[src/rtl/axi_lite_write_initiator_if.sv]
// rtl/axi_lite_write_initiator_if.sv - signal bundle between the write initiator and its neighbours
//
// Purpose: groups the local command port, the AXI-like write channel and the
// status outputs of axi_lite_write_initiator into one interface.
// Modports:
//   master - the initiator's view (drives cmd_ready, aw*, w*, bready, status)
//   slave  - the view of the surrounding logic / responder (drives cmd_*, awready,
//            wready, bvalid, bresp)
// Signals:
//   cmd_valid/cmd_ready/cmd_addr/cmd_data/cmd_strb   local single-beat write command
//   axi_awvalid/axi_awaddr/axi_awready               write address channel
//   axi_wvalid/axi_wdata/axi_wstrb/axi_wready        write data channel
//   axi_bvalid/axi_bresp/axi_bready                  write response channel
//   done_valid/done_resp                             one-cycle completion report
//   busy/err_count/timeout_flag                      status

interface axi_lite_write_initiator_if #(
    parameter int DATA_WIDTH = 32,
    parameter int ADDR_WIDTH = 16
);
    logic                      cmd_valid;
    logic                      cmd_ready;
    logic [ADDR_WIDTH-1:0]     cmd_addr;
    logic [DATA_WIDTH-1:0]     cmd_data;
    logic [DATA_WIDTH/8-1:0]   cmd_strb;

    logic                      axi_awvalid;
    logic [ADDR_WIDTH-1:0]     axi_awaddr;
    logic                      axi_awready;
    logic                      axi_wvalid;
    logic [DATA_WIDTH-1:0]     axi_wdata;
    logic [DATA_WIDTH/8-1:0]   axi_wstrb;
    logic                      axi_wready;
    logic                      axi_bvalid;
    logic [1:0]                axi_bresp;
    logic                      axi_bready;

    logic                      done_valid;
    logic [1:0]                done_resp;
    logic                      busy;
    logic [7:0]                err_count;
    logic                      timeout_flag;

    modport master (
        input  cmd_valid, cmd_addr, cmd_data, cmd_strb,
        output cmd_ready,
        output axi_awvalid, axi_awaddr,
        input  axi_awready,
        output axi_wvalid, axi_wdata, axi_wstrb,
        input  axi_wready,
        input  axi_bvalid, axi_bresp,
        output axi_bready,
        output done_valid, done_resp, busy, err_count, timeout_flag
    );

    modport slave (
        output cmd_valid, cmd_addr, cmd_data, cmd_strb,
        input  cmd_ready,
        input  axi_awvalid, axi_awaddr,
        output axi_awready,
        input  axi_wvalid, axi_wdata, axi_wstrb,
        output axi_wready,
        output axi_bvalid, axi_bresp,
        input  axi_bready,
        input  done_valid, done_resp, busy, err_count, timeout_flag
    );
endinterface

[src/rtl/axi_lite_write_initiator.sv]
// rtl/axi_lite_write_initiator.sv - single-outstanding AXI-like write initiator
//
// Purpose: accepts one local write command at a time, presents it on the write
// address and write data channels (each completing independently), then waits
// for the write response and reports it with a one-cycle done pulse. Keeps a
// saturating error count of non-OKAY responses and a sticky timeout flag that
// is raised when a transaction stays in ISSUE+RESP for TIMEOUT_CYCLES cycles.
// The timeout is only reported; the transaction keeps following the handshakes.
//
// Parameters:
//   DATA_WIDTH      write data width, multiple of 8
//   ADDR_WIDTH      address width
//   TIMEOUT_CYCLES  ISSUE+RESP cycles before timeout_flag sets, 1..65535
// Ports:
//   clk_domain_a    sole clock, rising edge
//   rst             synchronous, active-high reset
//   bus (master)    command, write channel and status signals, see the interface
//
// Timing (all readies high, response immediate): command accepted at edge N,
// AW/W handshake at N+1, B handshake at N+2, done_valid visible after N+2 with
// cmd_ready high in the same cycle, so commands can be taken every 3 cycles.

module axi_lite_write_initiator #(
    parameter int DATA_WIDTH     = 32,
    parameter int ADDR_WIDTH     = 16,
    parameter int TIMEOUT_CYCLES = 255
) (
    input  logic                          clk_domain_a,
    input  logic                          rst,
    axi_lite_write_initiator_if.master    bus
);

    localparam int          STRB_WIDTH  = DATA_WIDTH / 8;
    localparam logic [15:0] TIMEOUT_LIM = 16'(TIMEOUT_CYCLES);

    typedef enum logic [1:0] {
        ST_IDLE  = 2'd0,
        ST_ISSUE = 2'd1,
        ST_RESP  = 2'd2
    } state_t;

    state_t                 state_q, state_d;

    logic                   awvalid_q, awvalid_d;
    logic [ADDR_WIDTH-1:0]  awaddr_q, awaddr_d;
    logic                   wvalid_q, wvalid_d;
    logic [DATA_WIDTH-1:0]  wdata_q, wdata_d;
    logic [STRB_WIDTH-1:0]  wstrb_q, wstrb_d;
    logic                   bready_q, bready_d;
    logic                   done_valid_q, done_valid_d;
    logic [1:0]             done_resp_q, done_resp_d;
    logic                   busy_q, busy_d;
    logic [7:0]             err_count_q, err_count_d;
    logic                   timeout_flag_q, timeout_flag_d;
    logic [15:0]            tmo_cnt_q, tmo_cnt_d;

    logic                   cmd_ready_w;
    logic                   cmd_fire;
    logic                   aw_fire;
    logic                   w_fire;
    logic                   b_fire;
    logic                   issue_complete;

    // cmd_ready is the only combinational output: low during reset so a command
    // presented while rst is high is never considered accepted.
    assign cmd_ready_w = (state_q == ST_IDLE) && !rst;
    assign cmd_fire    = bus.cmd_valid && cmd_ready_w;
    assign aw_fire     = awvalid_q && bus.axi_awready;
    assign w_fire      = wvalid_q && bus.axi_wready;
    assign b_fire      = bready_q && bus.axi_bvalid;

    // A channel counts as finished once its valid has dropped or is handshaking
    // this cycle; this lets AW and W complete in either order or together.
    assign issue_complete = (!awvalid_q || aw_fire) && (!wvalid_q || w_fire);

    // State register
    always_ff @(posedge clk_domain_a) begin
        if (rst) begin
            state_q <= ST_IDLE;
        end else begin
            state_q <= state_d;
        end
    end

    // Next-state logic
    always_comb begin
        state_d = state_q;
        case (state_q)
            ST_IDLE: begin
                if (cmd_fire) begin
                    state_d = ST_ISSUE;
                end
            end
            ST_ISSUE: begin
                if (issue_complete) begin
                    state_d = ST_RESP;
                end
            end
            ST_RESP: begin
                if (b_fire) begin
                    state_d = ST_IDLE;
                end
            end
            default: state_d = ST_IDLE;
        endcase
    end

    // Output / datapath next values
    always_comb begin
        awvalid_d    = awvalid_q;
        awaddr_d     = awaddr_q;
        wvalid_d     = wvalid_q;
        wdata_d      = wdata_q;
        wstrb_d      = wstrb_q;
        bready_d     = bready_q;
        done_valid_d = 1'b0;
        done_resp_d  = done_resp_q;
        err_count_d  = err_count_q;

        case (state_q)
            ST_IDLE: begin
                if (cmd_fire) begin
                    awaddr_d  = bus.cmd_addr;
                    wdata_d   = bus.cmd_data;
                    wstrb_d   = bus.cmd_strb;
                    awvalid_d = 1'b1;
                    wvalid_d  = 1'b1;
                end
            end
            ST_ISSUE: begin
                if (aw_fire) begin
                    awvalid_d = 1'b0;
                end
                if (w_fire) begin
                    wvalid_d = 1'b0;
                end
                if (issue_complete) begin
                    bready_d = 1'b1;
                end
            end
            ST_RESP: begin
                if (b_fire) begin
                    bready_d     = 1'b0;
                    done_valid_d = 1'b1;
                    done_resp_d  = bus.axi_bresp;
                    if ((bus.axi_bresp != 2'b00) && (err_count_q != 8'hFF)) begin
                        err_count_d = err_count_q + 8'd1;
                    end
                end
            end
            default: begin
                awvalid_d = 1'b0;
                wvalid_d  = 1'b0;
                bready_d  = 1'b0;
            end
        endcase

        busy_d = (state_d != ST_IDLE);

        // The timeout counter restarts with every accepted command and counts
        // each cycle spent in ISSUE or RESP, saturating at its maximum.
        tmo_cnt_d = tmo_cnt_q;
        if (cmd_fire) begin
            tmo_cnt_d = 16'd0;
        end else if ((state_q != ST_IDLE) && (tmo_cnt_q != 16'hFFFF)) begin
            tmo_cnt_d = tmo_cnt_q + 16'd1;
        end

        timeout_flag_d = timeout_flag_q;
        if ((state_q != ST_IDLE) && (tmo_cnt_d >= TIMEOUT_LIM)) begin
            timeout_flag_d = 1'b1;
        end
    end

    // Output and datapath registers
    always_ff @(posedge clk_domain_a) begin
        if (rst) begin
            awvalid_q      <= 1'b0;
            awaddr_q       <= '0;
            wvalid_q       <= 1'b0;
            wdata_q        <= '0;
            wstrb_q        <= '0;
            bready_q       <= 1'b0;
            done_valid_q   <= 1'b0;
            done_resp_q    <= 2'b00;
            busy_q         <= 1'b0;
            err_count_q    <= 8'd0;
            timeout_flag_q <= 1'b0;
            tmo_cnt_q      <= 16'd0;
        end else begin
            awvalid_q      <= awvalid_d;
            awaddr_q       <= awaddr_d;
            wvalid_q       <= wvalid_d;
            wdata_q        <= wdata_d;
            wstrb_q        <= wstrb_d;
            bready_q       <= bready_d;
            done_valid_q   <= done_valid_d;
            done_resp_q    <= done_resp_d;
            busy_q         <= busy_d;
            err_count_q    <= err_count_d;
            timeout_flag_q <= timeout_flag_d;
            tmo_cnt_q      <= tmo_cnt_d;
        end
    end

    assign bus.cmd_ready    = cmd_ready_w;
    assign bus.axi_awvalid  = awvalid_q;
    assign bus.axi_awaddr   = awaddr_q;
    assign bus.axi_wvalid   = wvalid_q;
    assign bus.axi_wdata    = wdata_q;
    assign bus.axi_wstrb    = wstrb_q;
    assign bus.axi_bready   = bready_q;
    assign bus.done_valid   = done_valid_q;
    assign bus.done_resp    = done_resp_q;
    assign bus.busy         = busy_q;
    assign bus.err_count    = err_count_q;
    assign bus.timeout_flag = timeout_flag_q;

endmodule
[src/flat_wrapper.sv]
// flat-port wrapper written by rule: the top's interface ports become plain ports
module axi_lite_write_initiator_flat 
#(
    parameter int DATA_WIDTH     = 32,
    parameter int ADDR_WIDTH     = 16,
    parameter int TIMEOUT_CYCLES = 255
)
  (clk_domain_a, rst, bus_cmd_valid, bus_cmd_addr, bus_cmd_data, bus_cmd_strb, bus_cmd_ready, bus_axi_awvalid, bus_axi_awaddr, bus_axi_awready, bus_axi_wvalid, bus_axi_wdata, bus_axi_wstrb, bus_axi_wready, bus_axi_bvalid, bus_axi_bresp, bus_axi_bready, bus_done_valid, bus_done_resp, bus_busy, bus_err_count, bus_timeout_flag);
  axi_lite_write_initiator_if #(.DATA_WIDTH(DATA_WIDTH), .ADDR_WIDTH(ADDR_WIDTH)) bus_i ();
  input  logic clk_domain_a;
  input  logic rst;
  input wire logic [$bits(bus_i.cmd_valid)-1:0] bus_cmd_valid;
  input wire logic [$bits(bus_i.cmd_addr)-1:0] bus_cmd_addr;
  input wire logic [$bits(bus_i.cmd_data)-1:0] bus_cmd_data;
  input wire logic [$bits(bus_i.cmd_strb)-1:0] bus_cmd_strb;
  output wire logic [$bits(bus_i.cmd_ready)-1:0] bus_cmd_ready;
  output wire logic [$bits(bus_i.axi_awvalid)-1:0] bus_axi_awvalid;
  output wire logic [$bits(bus_i.axi_awaddr)-1:0] bus_axi_awaddr;
  input wire logic [$bits(bus_i.axi_awready)-1:0] bus_axi_awready;
  output wire logic [$bits(bus_i.axi_wvalid)-1:0] bus_axi_wvalid;
  output wire logic [$bits(bus_i.axi_wdata)-1:0] bus_axi_wdata;
  output wire logic [$bits(bus_i.axi_wstrb)-1:0] bus_axi_wstrb;
  input wire logic [$bits(bus_i.axi_wready)-1:0] bus_axi_wready;
  input wire logic [$bits(bus_i.axi_bvalid)-1:0] bus_axi_bvalid;
  input wire logic [$bits(bus_i.axi_bresp)-1:0] bus_axi_bresp;
  output wire logic [$bits(bus_i.axi_bready)-1:0] bus_axi_bready;
  output wire logic [$bits(bus_i.done_valid)-1:0] bus_done_valid;
  output wire logic [$bits(bus_i.done_resp)-1:0] bus_done_resp;
  output wire logic [$bits(bus_i.busy)-1:0] bus_busy;
  output wire logic [$bits(bus_i.err_count)-1:0] bus_err_count;
  output wire logic [$bits(bus_i.timeout_flag)-1:0] bus_timeout_flag;
  assign bus_i.cmd_valid = bus_cmd_valid;
  assign bus_i.cmd_addr = bus_cmd_addr;
  assign bus_i.cmd_data = bus_cmd_data;
  assign bus_i.cmd_strb = bus_cmd_strb;
  assign bus_cmd_ready = bus_i.cmd_ready;
  assign bus_axi_awvalid = bus_i.axi_awvalid;
  assign bus_axi_awaddr = bus_i.axi_awaddr;
  assign bus_i.axi_awready = bus_axi_awready;
  assign bus_axi_wvalid = bus_i.axi_wvalid;
  assign bus_axi_wdata = bus_i.axi_wdata;
  assign bus_axi_wstrb = bus_i.axi_wstrb;
  assign bus_i.axi_wready = bus_axi_wready;
  assign bus_i.axi_bvalid = bus_axi_bvalid;
  assign bus_i.axi_bresp = bus_axi_bresp;
  assign bus_axi_bready = bus_i.axi_bready;
  assign bus_done_valid = bus_i.done_valid;
  assign bus_done_resp = bus_i.done_resp;
  assign bus_busy = bus_i.busy;
  assign bus_err_count = bus_i.err_count;
  assign bus_timeout_flag = bus_i.timeout_flag;
  axi_lite_write_initiator #(.DATA_WIDTH(DATA_WIDTH), .ADDR_WIDTH(ADDR_WIDTH), .TIMEOUT_CYCLES(TIMEOUT_CYCLES)) u_core (.clk_domain_a(clk_domain_a), .rst(rst), .bus(bus_i));
endmodule
[config.mk]
export PLATFORM = sky130hd
export DESIGN_NAME = axi_lite_write_initiator_flat
export DESIGN_NICKNAME = d
export VERILOG_FILES = /design/src/rtl/axi_lite_write_initiator_if.sv /design/src/rtl/axi_lite_write_initiator.sv /design/src/flat_wrapper.sv
export SDC_FILE = /design/constraint.sdc
export NUM_CORES = 1
export LEC_CHECK = 0
export ABC_AREA = 1
export BUFFER_PORTS_ARGS = -buffer_cell sky130_fd_sc_hd__buf_2
export CAP_MARGIN = 40
export CORE_ASPECT_RATIO = 1.5
export CORE_UTILIZATION = 30
export DETAILED_ROUTE_END_ITERATION = 12
export PLACE_DENSITY = 0.56
export SLEW_MARGIN = 10
export SYNTH_ARGS = -nofsm -noshare
export SYNTH_HDL_FRONTEND = slang
export SYNTH_SLANG_ARGS = --single-unit
export TNS_END_PERCENT = 10
[constraint.sdc]
create_clock -name clk_domain_a -period 6 [get_ports clk_domain_a]
set_clock_uncertainty 0.2 [all_clocks]
set_input_delay 0.6 -clock clk_domain_a [delete_from_list [all_inputs] [get_ports clk_domain_a]]
set_output_delay 0.6 -clock clk_domain_a [all_outputs]
set_load 0.02 [all_outputs]
### Word level (Yosys, flattened, before mapping)

Cells that the tools add are included.
Widths: inputs -> output; s select.

| operators by class | value |
|---|---|
| eq/ne operators | 9 |
| multiplexer cells | 15 |
| reduce and logical (&&, ||, !) cells | 25 |
| magnitude comparators | 1 |
| add/subtract/negate cells | 2 |
| bitwise gates (word level) | 2 |

Operators by type and width:

| cell | number |
|---|---|
| $mux 16 | 2 |
| $add 16x1->16 const B | 1 |
| $ge 16x8->1 const B | 1 |
| $ne 16x16->1 const B | 1 |
| $reduce_and 3->1 | 4 |
| $ne 2x1->1 const B | 5 |
| $logic_and 1x1->1 | 9 |
| $pmux 1 s3 | 3 |
| $add 8x1->8 const B | 1 |
| $ne 8x8->1 const B | 1 |
| $mux 1 | 6 |
| $mux 2 | 3 |
| $pmux 2 s3 | 1 |
| $reduce_bool 2->1 | 3 |
| $reduce_and 2->1 | 2 |
| $logic_not 1->1 | 3 |
| $eq 2x1->1 const B | 1 |
| $eq 2x2->1 const B | 1 |
| $logic_not 2->1 | 1 |
| $logic_or 1x1->1 | 2 |
| $not 1->1 | 2 |
| $reduce_or 2->1 | 1 |

| word-level totals | value |
|---|---|
| word-level logic and storage cells | 67 |
| output and inout bits | 69 |
| bits in registers | 86 |
| input bits | 60 |

### Longest topological paths before layout

| depth | value |
|---|---|
| depth in word-level cells | 6 |
| mapped depth | 16 |
| depth with buffers taken out | 15 |

### Worst setup path before layout

Ideal clock, no wire load.

| timing | value |
|---|---|
| path type | reg-to-reg |
| start point | reg u_core.err_count_q[0] (netlist: u_core.bus.err_count[0]) |
| end point | reg u_core.err_count_q[5] (netlist: u_core.bus.err_count[5]) |
| path slack | 4052 ps |
| arrival time | 1617 ps |
| path buffers | 0 |
| required time | 5670 ps |
| period minus slack after synthesis | 1948 ps |
| stages on the path, launching flop included | 10 |
| setup time | 130 ps |
| cell sequence | dfxtp_1 ha_1 inv_1 nor4_1 inv_1 o21ai_4 nor2_2 inv_2 o21ai_1 nor3b_1 |

| between the ends | value |
|---|---|
| word-level cells in the longest chain between the ends | 3 |
| elaborated cells between the ends (all ways) | 4 |
| those cells by class | 1 x add/sub; 1 x eq/ne; 2 x reduce/logical |

RTL lines:

| what | line | RTL |
|---|---|---|
| from (decl) | axi_lite_write_initiator.sv:53 | `logic [7:0] err_count_q, err_count_d;` |
| from (signal assigned) | axi_lite_write_initiator.sv:200 | `err_count_q <= err_count_d;` |
| branches (longest 3 deep; another with $add 8x1->8) | n/a |  |

Several ways; the timed one is not identified.
A chain may end at the register's enable or synchronous reset.

### Worst setup path in the final report

| timing | value |
|---|---|
| start point | reg u_core.state_q[0] |
| end point | reg u_core.awvalid_q (netlist: u_core.bus.axi_awvalid) |

| between the ends | value |
|---|---|
| word-level cells in the longest chain between the ends | 5 |
| elaborated cells between the ends (all ways) | 10 |
| those cells by class | 4 x eq/ne; 1 x mux; 1 x bitwise; 4 x reduce/logical |

RTL lines:

| what | line | RTL |
|---|---|---|
| from (decl) | axi_lite_write_initiator.sv:42 | `state_t state_q, state_d;` |
| from (signal assigned) | axi_lite_write_initiator.sv:81 | `state_q <= state_d;` |
| $logic_not 2->1 | axi_lite_write_initiator.sv:66, axi_lite_write_initiator.sv:120 |  |
| $logic_and 1x1->1 | axi_lite_write_initiator.sv:66 | `assign cmd_ready_w = (state_q == ST_IDLE) && !rst;` |
| $logic_and 1x1->1 | axi_lite_write_initiator.sv:67 | `assign cmd_fire = bus.cmd_valid && cmd_ready_w;` |
| $ne 2x1->1 (no source line) | n/a |  |
| $reduce_and 3->1 (no source line) | n/a |  |
| to (signal assigned) | axi_lite_write_initiator.sv:191 | `awvalid_q <= awvalid_d;` |
| to (decl) | axi_lite_write_initiator.sv:44 | `logic awvalid_q, awvalid_d;` |

Parallel ways exist; a longest one is shown, timed or not.

==> metrics.md <==
| Metric | Value |
|---|---|
| Clock Root Buffer | `clkbuf_16` |
| DP Worst Slack | `3000 ps` |
| Period utilization | `44.3%` |
| R2r setup slk | `between 3000 and 4000 ps` |
| Setup TNS | `0 ps` |
| Hold-fix buffers, CTS | `0` |
| Hold Path Origin | `bus_cmd_addr[1]` |
| Setup WS post-layout | `3340 ps` |
| Nets | `708` |
| Die width | `93.5 um` |
| Die ar. | `13,000 um^2` |
| Total Power | `1.39 mW` |
| CP Capture Type | `flop` |
| CTS tree | `done` |
| DR iter-0 viols | `between 100 and 150` |
| Slowest-stage cell, CP | `inv_2` |
| Tot GR Track Use | `15.6%` |
| Post-synth top flop | `dfxtp_1` |
| Number of synthesized flops with an enable pin | `0` |
| Setup Fix Bufs, Post-CTS | `0` |
| Routed len/inst | `12.2 um` |
| Warnings from Yosys | `0` |
| IO buf count | `128` |
| Worst VDD drop | `approximately 150 uV` |
| Critical Path AT | `2660 ps` |
| Status | `finished, final reports clean` |
| Library cells used by synthesis | `33` |
| Min cycle time layout | `2660 ps` |
| Cts repair resizes | `0` |
| CTS buffer count | `9` |
| Clock Path Buffers | `2` |
| Sequential area share after synthesis | `45.7%` |
| Synthesis-stage register bit count | `86` |
| Post-synth top area share | `45.7%` |
| HPWL Detailed | `7.29 mm` |
| Row count | `49` |
| Final Util | `39.6%` |
| Max_slew headroom | `47.2%` |
| Area leader, netlist | `dfxtp_1` |
| Avg Vias per Cell | `4.58` |
| Antenna violations before repair | `0` |
| Hold/Removal Path Class | `primary input to flop` |
| Crit path cell chain | `nor2_4 -> inv_2 -> nor2_4 -> nand2_2 -> buf_12 -> inv_2 -> nor2_1 -> o21ai_0 -> o21ai_0` |
| Die height | `139 um` |
| CORE AREA | `~12,000 um^2` |
| FF-to-FF path depth | `9` |
| Worst Path Max Fanout | `53` |
| Layout cells sized above 1 | `27.3%` |
| RSZ-0062 raised after global routing | `no` |
| Initial core utilization | `just over 30%` |
| Hold Path Stages | `3` |
| Critical path required time | `6000 ps` |
| Finish-stage setup viols | `0` |
| Startpoint types | `flop` |
| Fillers | `1,297` |
| Post-route ant nets | `0` |
| Worst r2r dst | `u_core.bus.axi_awvalid` |
| Total grt overflow | `0` |
| I/O pin count | `129` |
| Largest cells by area after synthesis | `dfxtp_1, nand2_1, nand3_1` |
| P_leak | `~2.4 nW` |
| Fin. Hold Viols | `0` |
| First-pass DRT Iterations | `5` |
| Routed via count | `3,682` |
| Antenna fix cells | `0` |
| Global placer's final weighted congestion | `0.804` |
| H-tree depth | `3` |
| Peak Freq | `approximately 0.38 GHz` |
| Pwr/cell area | `289 nW/um^2` |
| Mapped Nets | `between 500 and 600` |
| Slew Viols, Final | `0` |
| Syn avg cell area | `around 7 um^2` |
| Global-route wire length before repair | `roughly 16 mm` |
| R2R Path Start | `u_core.state_q[0]` |
| CP max stage delay | `590 ps` |
| Kind of critical path | `flop to flop` |
| Async SR Flop Fraction | `0%` |
| Syn-to-layout area delta | `27.6%` |
| Clock Latency Late Sink | `340 ps` |
| DRC viols | `0` |
| Post-Syn Instances | `527` |
| CTS Sinks | `86` |
| Transition time of the tightest slew-check pin | `792 ps` |
| Max-cap violation count | `0` |
| Synth Cell Area | `3760 um^2` |
| Drt total wl | `just under 10 mm` |
| Pin count of the biggest net entering global routing | `54` |
| Hold Path End | `u_core.bus.axi_awaddr[1]` |
| Reg clk slew, reported paths | `60 ps` |
| Vias in the first global route | `3,492` |
==> cell usage after synthesis (all sizes together) (2+ instances only) <==
library cell,number
nand4,6
dfxtp,86
xor2,5
buf,14
nand3,86
nor3b,2
nand2,185
o21ai,15
nor2,54
a21oi,9
inv,44
ha,2
nor3,2
nor4,2
clkbuf,9
==> layer usage <==
layer / part of all wire (%) / GRT usage (%)
met4: 1.8 / 7.04
met3: 7.4 / 4.77
met5: 0 / 0
met1: 42 / 18.0
met2: 49 / 26.0
==> how the worst max path moves through the flow <==
stage | from | endpoint | slack [ps] | depth (start not counted)
global route | u_core.state_q[0] | u_core.bus.axi_awvalid | 2960 | 9
floorplan | u_core.bus.err_count[0] | u_core.bus.err_count[5] | 4050 | 9
global placement | rst | u_core.bus.axi_awvalid | 2680 | 7
CTS | u_core.state_q[0] | u_core.bus.axi_awvalid | 3290 | 9
finish | u_core.state_q[0] | u_core.bus.axi_awvalid | 3340 | 9
detailed placement | rst | u_core.bus.axi_awvalid | 3000 | 8
==> where the power goes <==
| part | switching [mW] | internal [mW] | total, mW |
|---|---|---|---|
| Sequential | 0.0249 | 0.609 | 0.634 |
| Clock | 0.234 | 0.323 | 0.557 |
| Combinational | 0.130 | 0.0684 | 0.198 |
==> worst max-delay path, delay by kind of cell, from the launching register on <==
family	cells	cell delay [ps]
buffers and inverters	3	1010
AND/OR/NAND/NOR	4	670
flip-flops	1	380
AO/OA/AOI/OAI	2	250
==> flip-flops by register name, indices dropped and copies added (netlist names), 2 cells and up <==
| register | count |
|---|---|
| u_core.bus.axi_awaddr | 16 |
| u_core.bus.axi_wdata | 32 |
| u_core.bus.axi_wstrb | 4 |
| u_core.bus.done_resp | 2 |
| u_core.bus.err_count | 8 |
| u_core.state_q | 2 |
| u_core.tmo_cnt_q | 16 |
==> cells by family after synthesis <==
kind of cell,synth area share (%)
adder cells (fa/ha/maj),0.665
flip-flops,45.7
buffers and inverters,7.78
AO/OA/AOI/OAI,4.52
AND/OR/NAND/NOR,39.9
XOR/XNOR,1.40
==> per-stage QoR <==
stage                     cell area [um^2]  hold WS [ps]  cells
final                                 4800           250    804
after global placement                4480           248    787
after floorplan                       3760           326    527
after detailed placement              4500           253    788
after global routing                  4800           242    804
after CTS                             4800           241    804
==> cell usage in the layout, fill, tap and decap left out, types with 4 or more instances in the layout <==
master / n
nor2_4: 4
nand3_1: 84
xor2_1: 5
buf_2: 128
nand2_1: 176
a21oi_1: 9
nand4_1: 6
clkinvlp_4: 4
clkbuf_16: 9
nand2_2: 7
nor2_1: 44
dfxtp_1: 86
o21ai_0: 12
inv_2: 7
nor2_2: 6
inv_1: 36
==> layout make-up <==
type / instances / area, um^2 / area share [%]
tap: 153 / 191 / 3.99
timing repair buffer: 131 / 676 / 14.1
multi-input combinational: 374 / 1750 / 36.4
clock inverter: 7 / 73.8 / 1.54
clock buffer: 9 / 225 / 4.69
inverter: 44 / 165 / 3.44
sequential: 86 / 1720 / 35.8
(Power assumes the default switching activity.)
